File: config.mk
export PLATFORM = sky130hd
export DESIGN_NAME = chunked_serial_adder
export DESIGN_NICKNAME = d
export VERILOG_FILES = /design/src/rtl/adder_pkg.sv /design/src/rtl/ripple_chunk.sv /design/src/rtl/chunked_serial_adder.sv
export SDC_FILE = /design/constraint.sdc
export NUM_CORES = 1
export LEC_CHECK = 0
export ABC_AREA = 1
export CORE_MARGIN = 3
export CORE_UTILIZATION = 45
export DETAILED_ROUTE_END_ITERATION = 6
export PLACE_DENSITY = 0.7
export SYNTH_ARGS = -nofsm -noshare
export SYNTH_HDL_FRONTEND = slang
export SYNTH_SLANG_ARGS = --single-unit
export TNS_END_PERCENT = 30
File: constraint.sdc
create_clock -name clk -period 3.5 [get_ports clk]
set_clock_uncertainty 0.15 [all_clocks]
set_input_delay 0.525 -clock clk [delete_from_list [all_inputs] [get_ports clk]]
set_output_delay 0.525 -clock clk [all_outputs]
set_load 0.02 [all_outputs]
File: src/rtl/adder_pkg.sv
// Shared definitions for the chunked serial adder: FSM state encoding,
// default geometry and helpers that derive the chunk count and the width
// of the chunk counter from the operand width.
package adder_pkg;

    typedef enum logic [1:0] {
        IDLE = 2'd0,
        RUN  = 2'd1,
        DONE = 2'd2
    } state_t;

    localparam int DEFAULT_WIDTH = 16;
    localparam int DEFAULT_CHUNK = 4;

    // Number of CHUNK-bit slices in a WIDTH-bit operand.
    function automatic int calc_nchunk(input int width, input int chunk);
        return width / chunk;
    endfunction

    // Counter width, never narrower than one bit so a single-chunk build
    // still has a legal counter.
    function automatic int calc_cnt_w(input int nchunk);
        return (nchunk > 1) ? $clog2(nchunk) : 1;
    endfunction

endpackage

File: src/rtl/ripple_chunk.sv
// CHUNK-bit ripple-carry adder slice. Besides the carry out it exposes the
// carry into its top bit so the caller can compute signed overflow when this
// slice handles the most significant chunk.
module ripple_chunk #(
    parameter int CHUNK = 4
) (
    input  logic [CHUNK-1:0] x,
    input  logic [CHUNK-1:0] y,
    input  logic             ci,
    output logic [CHUNK-1:0] sum,
    output logic             co,
    output logic             c_msb
);

    logic [CHUNK:0] c;

    // Full-adder chain, bit 0 first, carries rippling upward.
    always_comb begin
        c     = '0;
        sum   = '0;
        c[0]  = ci;
        for (int i = 0; i < CHUNK; i++) begin
            sum[i]   = x[i] ^ y[i] ^ c[i];
            c[i + 1] = (x[i] & y[i]) | (c[i] & (x[i] ^ y[i]));
        end
        co    = c[CHUNK];
        c_msb = c[CHUNK - 1];
    end

endmodule

File: src/rtl/chunked_serial_adder.sv
// Multi-cycle adder/subtractor that consumes its operands CHUNK bits per
// clock, least significant chunk first. The operand registers shift right
// each cycle so the active chunk always sits at bit 0, and the partial result
// is shifted in from the top so it is fully aligned after the last chunk.
module chunked_serial_adder
    import adder_pkg::*;
#(
    parameter int WIDTH = DEFAULT_WIDTH,
    parameter int CHUNK = DEFAULT_CHUNK
) (
    input  logic             clk,
    input  logic             rst_n,
    input  logic             start,
    input  logic             sub,
    input  logic [WIDTH-1:0] a,
    input  logic [WIDTH-1:0] b,
    input  logic             c_in,
    output logic             busy,
    output logic             done,
    output logic [WIDTH-1:0] s,
    output logic             c_out,
    output logic             overflow
);

    localparam int NCHUNK = calc_nchunk(WIDTH, CHUNK);
    localparam int CNT_W  = calc_cnt_w(NCHUNK);
    localparam logic [CNT_W-1:0] LAST_CHUNK = CNT_W'(NCHUNK - 1);

    state_t           state;
    logic [WIDTH-1:0] a_reg;
    logic [WIDTH-1:0] b_reg;
    logic [WIDTH-1:0] res_reg;
    logic             carry;
    logic [CNT_W-1:0] cnt;

    logic [CHUNK-1:0]       chunk_sum;
    logic                   chunk_co;
    logic                   chunk_msb;
    logic [WIDTH+CHUNK-1:0] res_cat;
    logic [WIDTH-1:0]       next_res;

    // One adder slice shared by every RUN cycle.
    ripple_chunk #(
        .CHUNK (CHUNK)
    ) u_ripple (
        .x     (a_reg[CHUNK-1:0]),
        .y     (b_reg[CHUNK-1:0]),
        .ci    (carry),
        .sum   (chunk_sum),
        .co    (chunk_co),
        .c_msb (chunk_msb)
    );

    // New chunk enters at the top; the oldest bits slide toward bit 0.
    assign res_cat  = {chunk_sum, res_reg};
    assign next_res = res_cat[WIDTH+CHUNK-1:CHUNK];

    // Control FSM plus datapath registers; results only change on the last chunk.
    always_ff @(posedge clk or negedge rst_n) begin
        if (!rst_n) begin
            state    <= IDLE;
            a_reg    <= '0;
            b_reg    <= '0;
            res_reg  <= '0;
            carry    <= 1'b0;
            cnt      <= '0;
            busy     <= 1'b0;
            done     <= 1'b0;
            s        <= '0;
            c_out    <= 1'b0;
            overflow <= 1'b0;
        end else begin
            done <= 1'b0;
            case (state)
                IDLE, DONE: begin
                    if (start) begin
                        a_reg <= a;
                        b_reg <= sub ? ~b : b;
                        carry <= sub ? 1'b1 : c_in;
                        cnt   <= '0;
                        busy  <= 1'b1;
                        state <= RUN;
                    end else begin
                        state <= IDLE;
                    end
                end
                RUN: begin
                    a_reg   <= a_reg >> CHUNK;
                    b_reg   <= b_reg >> CHUNK;
                    res_reg <= next_res;
                    carry   <= chunk_co;
                    cnt     <= cnt + 1'b1;
                    if (cnt == LAST_CHUNK) begin
                        s        <= next_res;
                        c_out    <= chunk_co;
                        overflow <= chunk_msb ^ chunk_co;
                        done     <= 1'b1;
                        busy     <= 1'b0;
                        state    <= DONE;
                    end
                end
                default: begin
                    state <= IDLE;
                end
            endcase
        end
    end

endmodule

Word level (Yosys, flattened, before mapping)
Cells that the tools add are included.
{"block": "classes", "n_div": 0, "add_sub_neg": 1, "order_cmp": 0, "bitwise_logic": 22, "reduce_logical": 6, "n_mux": 18, "mul": 0, "eq_ne": 5, "shifts": 0}
{"operator": "case mux 16 bit (2 select lines)", "count": 2}
{"operator": "2-to-1 mux 16 bit", "count": 3}
{"operator": "inverter 16 bit", "count": 1}
{"operator": "XOR 1 bit", "count": 9}
{"operator": "AND 1 bit", "count": 8}
{"operator": "case mux 2 bit (2 select lines)", "count": 2}
{"operator": "2-to-1 mux 1 bit", "count": 7}
{"operator": "== test 2 bit (second input constant)", "count": 2}
{"operator": "2-to-1 mux 2 bit", "count": 2}
{"operator": "inequality test 2 bit (second input constant)", "count": 2}
{"operator": "OR 1 bit", "count": 4}
{"operator": "case mux 1 bit (2 select lines)", "count": 2}
{"operator": "AND reduction 2 bit", "count": 2}
{"operator": "AND reduction 3 bit", "count": 1}
{"operator": "adder 2 x 1 -> 2 bit (second input constant)", "count": 1}
{"operator": "== test 2 x 1 -> 1 bit (second input constant)", "count": 1}
{"operator": "logical NOT 2 bit", "count": 1}
{"operator": "nonzero test 2 bit", "count": 1}
{"operator": "OR reduction 2 bit", "count": 1}
{"block": "word_totals", "elab_cells": 63, "latchBits": 0, "ramBits": 0, "inputBits": 37, "rom_bits": 0, "mem_count": 0, "out_inout_bits": 20, "regBits": 73}

Longest topological paths before layout
{"block": "logic_depth", "ltp_word": 10, "ltp_mapped": 10, "ltp_nobuf": 10}

Modules after synthesis
A second synthesis with hierarchy kept.
{"block": "unflattened", "cells_unflattened": 406, "area_unflattened_um2": 3201.8}
{"module": "chunked_serial_adder", "cells_per_inst": 394, "instances": 1, "area_per_inst_um2": 3091.7, "seq_area_each_um2": 1726.7}
{"module": "ripple_chunk", "cells_per_inst": 12, "instances": 1, "area_per_inst_um2": 110.1, "seq_area_each_um2": 0.0}

Worst setup path after synthesis
OpenSTA, ideal clock, no wires.
{"block": "synth_path", "path_type": "register to register", "from": "register a_reg[0]", "to": "register res_reg[15]", "path_stages_with_launch": 9, "period_less_slack_ns": 2.285, "setup_slack_ns": 1.215, "t_arrival_ns": 2.052, "required_ns": 3.267, "path_cell_list": "dfrtp_1 fa_1 inv_1 fa_1 inv_1 fa_1 inv_1 fa_1 o21ai_0"}
{"block": "synth_between", "elab_chain_cells": 8, "word_cells_on_any_way": 9, "cone_classes": "9 x bitwise"}
{"item": "from (decl)", "line": "chunked_serial_adder.sv:30", "source": "logic [WIDTH-1:0] a_reg;"}
{"item": "from (signal assigned)", "line": "chunked_serial_adder.sv:88", "source": "a_reg <= a_reg >> CHUNK;"}
{"item": "XOR 1 bit", "line": "ripple_chunk.sv:24", "source": "c[i + 1] = (x[i] & y[i]) | (c[i] & (x[i] ^ y[i]));"}
{"item": "AND 1 bit", "line": "ripple_chunk.sv:24"}
{"item": "OR 1 bit (*)", "line": "ripple_chunk.sv:24"}
{"item": "AND 1 bit (*)", "line": "ripple_chunk.sv:24"}
{"item": "OR 1 bit (*)", "line": "ripple_chunk.sv:24"}
{"item": "AND 1 bit (*)", "line": "ripple_chunk.sv:24"}
{"item": "OR 1 bit (*)", "line": "ripple_chunk.sv:24"}
{"item": "XOR 1 bit (*)", "line": "ripple_chunk.sv:23", "source": "sum[i] = x[i] ^ y[i] ^ c[i];"}
{"item": "to (signal assigned)", "line": "chunked_serial_adder.sv:90", "source": "res_reg <= next_res;"}
{"item": "to (decl)", "line": "chunked_serial_adder.sv:32", "source": "logic [WIDTH-1:0] res_reg;"}
Mark *: on every way between the ends. The rest lies on a longest branch, timed or not.
A chain may end at the register's enable or synchronous reset.

Final worst setup path
Ends and elaborated chain as after synthesis.

==> reports/summary.txt <==
FLOW RUN
--------------------------------------------------------------------------------
Max-cap viol count                                                             0

SETUP PATH
--------------------------------------------------------------------------------
Crit path kind                                                        reg -> reg
Highest net fanout along the worst path                                        2
Data required, critical path                                             3.62 ns
Path depth of the worst reg2reg path                                           8
Type of element launching the critical path                            flip-flop
Worst Setup End Kind                                                   flip-flop
Worst flop-to-flop path startpoint                                      a_reg[0]
End of the worst register-to-register path                           res_reg[15]
Register-to-register path setup slack                                    1.11 ns
Arrival @ worst endpoint                                                 2.51 ns

SYNTH
--------------------------------------------------------------------------------
Fraction of registers with async set or reset after synthesis               1.00
Largest area contributor in the synthesized netlist                 sky130_fd_sc_hd__dfrtp_1
Net count after synthesis                                                    446
Portion of the post-synthesis area used by sequential elements             0.520
Combinational family with the most area after synthesis             simple AND/OR/NAND/NOR gates
XOR/XNOR Fraction of Synth Area                                          0.00791
Flops & latches, synth                                                        69
Mux share of post-synthesis cell area                                          0
Number of synthesized flops with an enable pin                                 0
Top-area cell type share of the netlist area                               0.520
Number of cells produced by synthesis                                        404
Synth Warn #                                                                   0
Leading cell types by total area after synthesis                    sky130_fd_sc_hd__dfrtp_1, sky130_fd_sc_hd__nand2_1, sky130_fd_sc_hd__nand3_1
Fraction of the mapped netlist area in compound gates                     0.0136
Simple-gate portion of the synthesized area                                0.337
Area of the mapped netlist                                              3320 µm²
Most common cell in the synthesized netlist                         sky130_fd_sc_hd__nand2_1
Avg Cell Area, Syn                                                      8.23 µm²
Top post-synthesis cells by count                                   sky130_fd_sc_hd__nand2_1, sky130_fd_sc_hd__dfrtp_1, sky130_fd_sc_hd__nand3_1
Number of library cell types mapped by synthesis                              22
Post-synthesis adder-cell area fraction                                   0.0279
Synth Flop Type                                                     sky130_fd_sc_hd__dfrtp_1

TIMING
--------------------------------------------------------------------------------
Tightest Pin Transition                                                 0.753 ns
Setup-violating endpoint count in the final report                             0
Maximum clock frequency                                                0.418 GHz
Final cycle utilization of the critical path                               0.684
Max-slew violations                                                            0
Unrepaired setup endpoints after global routing                               no
Sum of negative setup slack                                                 0 ns
Minimum clock period after layout                                        2.39 ns
Worst slew margin                                                          0.498
Post-route worst setup slack                                             1.11 ns
Hold Violations, Final                                                         0

PLACED DESIGN
--------------------------------------------------------------------------------
Number of buffers added on ports                                              56
Routability congestion estimate from global placement                      0.797
HPWL after DPL                                                           4.53 mm
Dpl cells                                                                    540
Worst Setup Slack post-DPL                                               1.11 ns

HOLD PATH
--------------------------------------------------------------------------------
Hold Path End                                                               s[0]
Worst hold stages                                                              2
Type of the tightest min-delay check                                  reg -> reg
Hold Path Origin                                                      res_reg[4]

FLOORPLAN
--------------------------------------------------------------------------------
Cell Rows                                                                     30
Area of the die                                                         8450 µm²
Standard cell core area                                                 6980 µm²
Effective utilization at floorplan                                         0.476
Die H                                                                    91.9 µm
Overall die width                                                        91.9 µm
Number of top-level pins                                                      57

CLOCK NETWORK
--------------------------------------------------------------------------------
Latest clock arrival within the worst-skew pair                          0.34 ns
Clock Root Buffer                                                   sky130_fd_sc_hd__clkbuf_8
Number of hold-repair buffers added at the cts stage                           1
CTS tree                                                                   built
TritonCTS Buffers                                                              9
Clock-pin slew on the worst setup and hold paths                         0.08 ns
Clock Sinks                                                                   69
Total setup buffers inserted after CTS                                         0
Post-cts repair resize count                                                   0
Count of H-tree levels built during CTS                                        3
Maximum number of buffers from clock root to sink                              2

CELLS AND AREA
--------------------------------------------------------------------------------
Filler-free cell count of the finished design                                557
Area growth from synthesis to final layout                                 23.6%
Number of antenna cells inserted                                               0
Final Net Count                                                              498
Layout cells sized above 1                                                0.0672
Number of fill cells in the layout                                           686

DETAILED ROUTING
--------------------------------------------------------------------------------
Drt initial violations                                                       107
DR WL/cell                                                               12.1 µm
Count of vias placed by the detailed router                                 2679
Detailed-router iteration count before antenna repair                          4
Residual DRC                                                                   0
Remaining antenna violation count                                              0
Number of vias per cell                                                     4.81
WL final                                                                 6.77 mm

POWER AND IR DROP
--------------------------------------------------------------------------------
Max rail drop VDD                                                       0.379 mV
Leakage component of the power                                           2.15 nW
P per Cell Area                                                       886 nW/µm²

GLOBAL ROUTING
--------------------------------------------------------------------------------
Global routing met2 resource utilization                                   0.292
Busiest layer in global routing                                             met2
Global Route met3 Usage                                                   0.0304
Global-route usage over all layers                                         0.177
Vias in the first global route                                              2656
Wire length of the first global-routing pass                             12.0 mm
Global route total overflow                                                    0
Routing usage on met1                                                      0.228
Largest net degree at the start of global routing                             39
Number of antenna violations at the first check in global routing              0

OUTCOME
--------------------------------------------------------------------------------
Result of the run                                                   finished clean

## cell type report
type / instances / area (µm²) / share of cell area
clock inverter: 7 / 100 / 0.0244
timing repair buffer: 60 / 588 / 0.143
sequential: 69 / 1730 / 0.420
inverter: 42 / 165 / 0.0402
tap: 96 / 120 / 0.0292
clock buffer: 9 / 124 / 0.0301
multi-input combinational: 274 / 1280 / 0.313
## cell families (layout without fill, tap and decap cells)
kind of cell	count (synthesis)	count (layout)
AOI/OAI and AO/OA	9	9
and+or+nand+nor	257	257
DFF	69	69
xor gates and xnor gates	3	3
buffers and inverters	61	118
adders and majority gates	5	5
## per-stage QoR
stage               utilization  total power, W  cell area, µm²  hold slack [ns]
finish                    0.589         0.00364            4110            0.322
global route              0.589         0.00397            4110            0.342
CTS                       0.589         0.00368            4110            0.327
detailed placement        0.555         0.00295            3870            0.168
global placement          0.555         0.00290            3870            0.172
floorplan                     -         0.00256            3320           0.0794
## worst max-delay path, cell delays in order, from the launching register on
cell,delay (ns)
sky130_fd_sc_hd__dfrtp_1,0.41
sky130_fd_sc_hd__fa_1,0.42
sky130_fd_sc_hd__inv_1,0.08
sky130_fd_sc_hd__fa_1,0.16
sky130_fd_sc_hd__inv_1,0.05
sky130_fd_sc_hd__fa_1,0.39
sky130_fd_sc_hd__inv_1,0.09
sky130_fd_sc_hd__fa_1,0.41
sky130_fd_sc_hd__o21ai_0,0.16
## power breakdown
group	leakage, nW	switching (W)	internal, W
clock network	0.113	0.000316	0.000404
logic	1.17	0.000924	0.000594
registers	0.869	0.000241	0.00116
## per-layer routing
metal	vias up	part of all wire
li1	1347	-
met1	1247	0.45
met2	72	0.48
met3	13	0.050
met4	0	0.021
met5	-	0
## layout by cell type, fill, tap and decap left out
cell type	instances
sky130_fd_sc_hd__nand2_1	182
sky130_fd_sc_hd__dfrtp_1	69
sky130_fd_sc_hd__nand3_1	62
sky130_fd_sc_hd__clkdlybuf4s50_1	55
sky130_fd_sc_hd__inv_1	38
sky130_fd_sc_hd__clkbuf_8	9
sky130_fd_sc_hd__o21ai_0	8
sky130_fd_sc_hd__nor2_1	6
sky130_fd_sc_hd__fa_1	4
sky130_fd_sc_hd__clkinv_4	4
sky130_fd_sc_hd__inv_4	3
sky130_fd_sc_hd__nand2_4	3
sky130_fd_sc_hd__buf_4	3
sky130_fd_sc_hd__nor2_8	2
sky130_fd_sc_hd__xor2_1	2
sky130_fd_sc_hd__bufinv_16	2
sky130_fd_sc_hd__nand2_8	1
sky130_fd_sc_hd__a21oi_1	1
sky130_fd_sc_hd__xnor2_1	1
sky130_fd_sc_hd__inv_2	1
sky130_fd_sc_hd__nor2_4	1
sky130_fd_sc_hd__ha_1	1
sky130_fd_sc_hd__clkinv_2	1
sky130_fd_sc_hd__dlygate4sd3_1	1
sky130_fd_sc_hd__buf_2	1
## worst max-delay path by stage
stage          depth (start not counted)          end      from
2_1_floorplan                          8  res_reg[15]  a_reg[0]
3_3_place_gp                          10        s[15]  a_reg[0]
3_5_place_dp                           8  res_reg[15]  a_reg[0]
4_1_cts                                8  res_reg[15]  a_reg[0]
5_1_grt                               10        s[15]  a_reg[0]
6_report                               8  res_reg[15]  a_reg[0]
(Power assumes the default switching activity.)
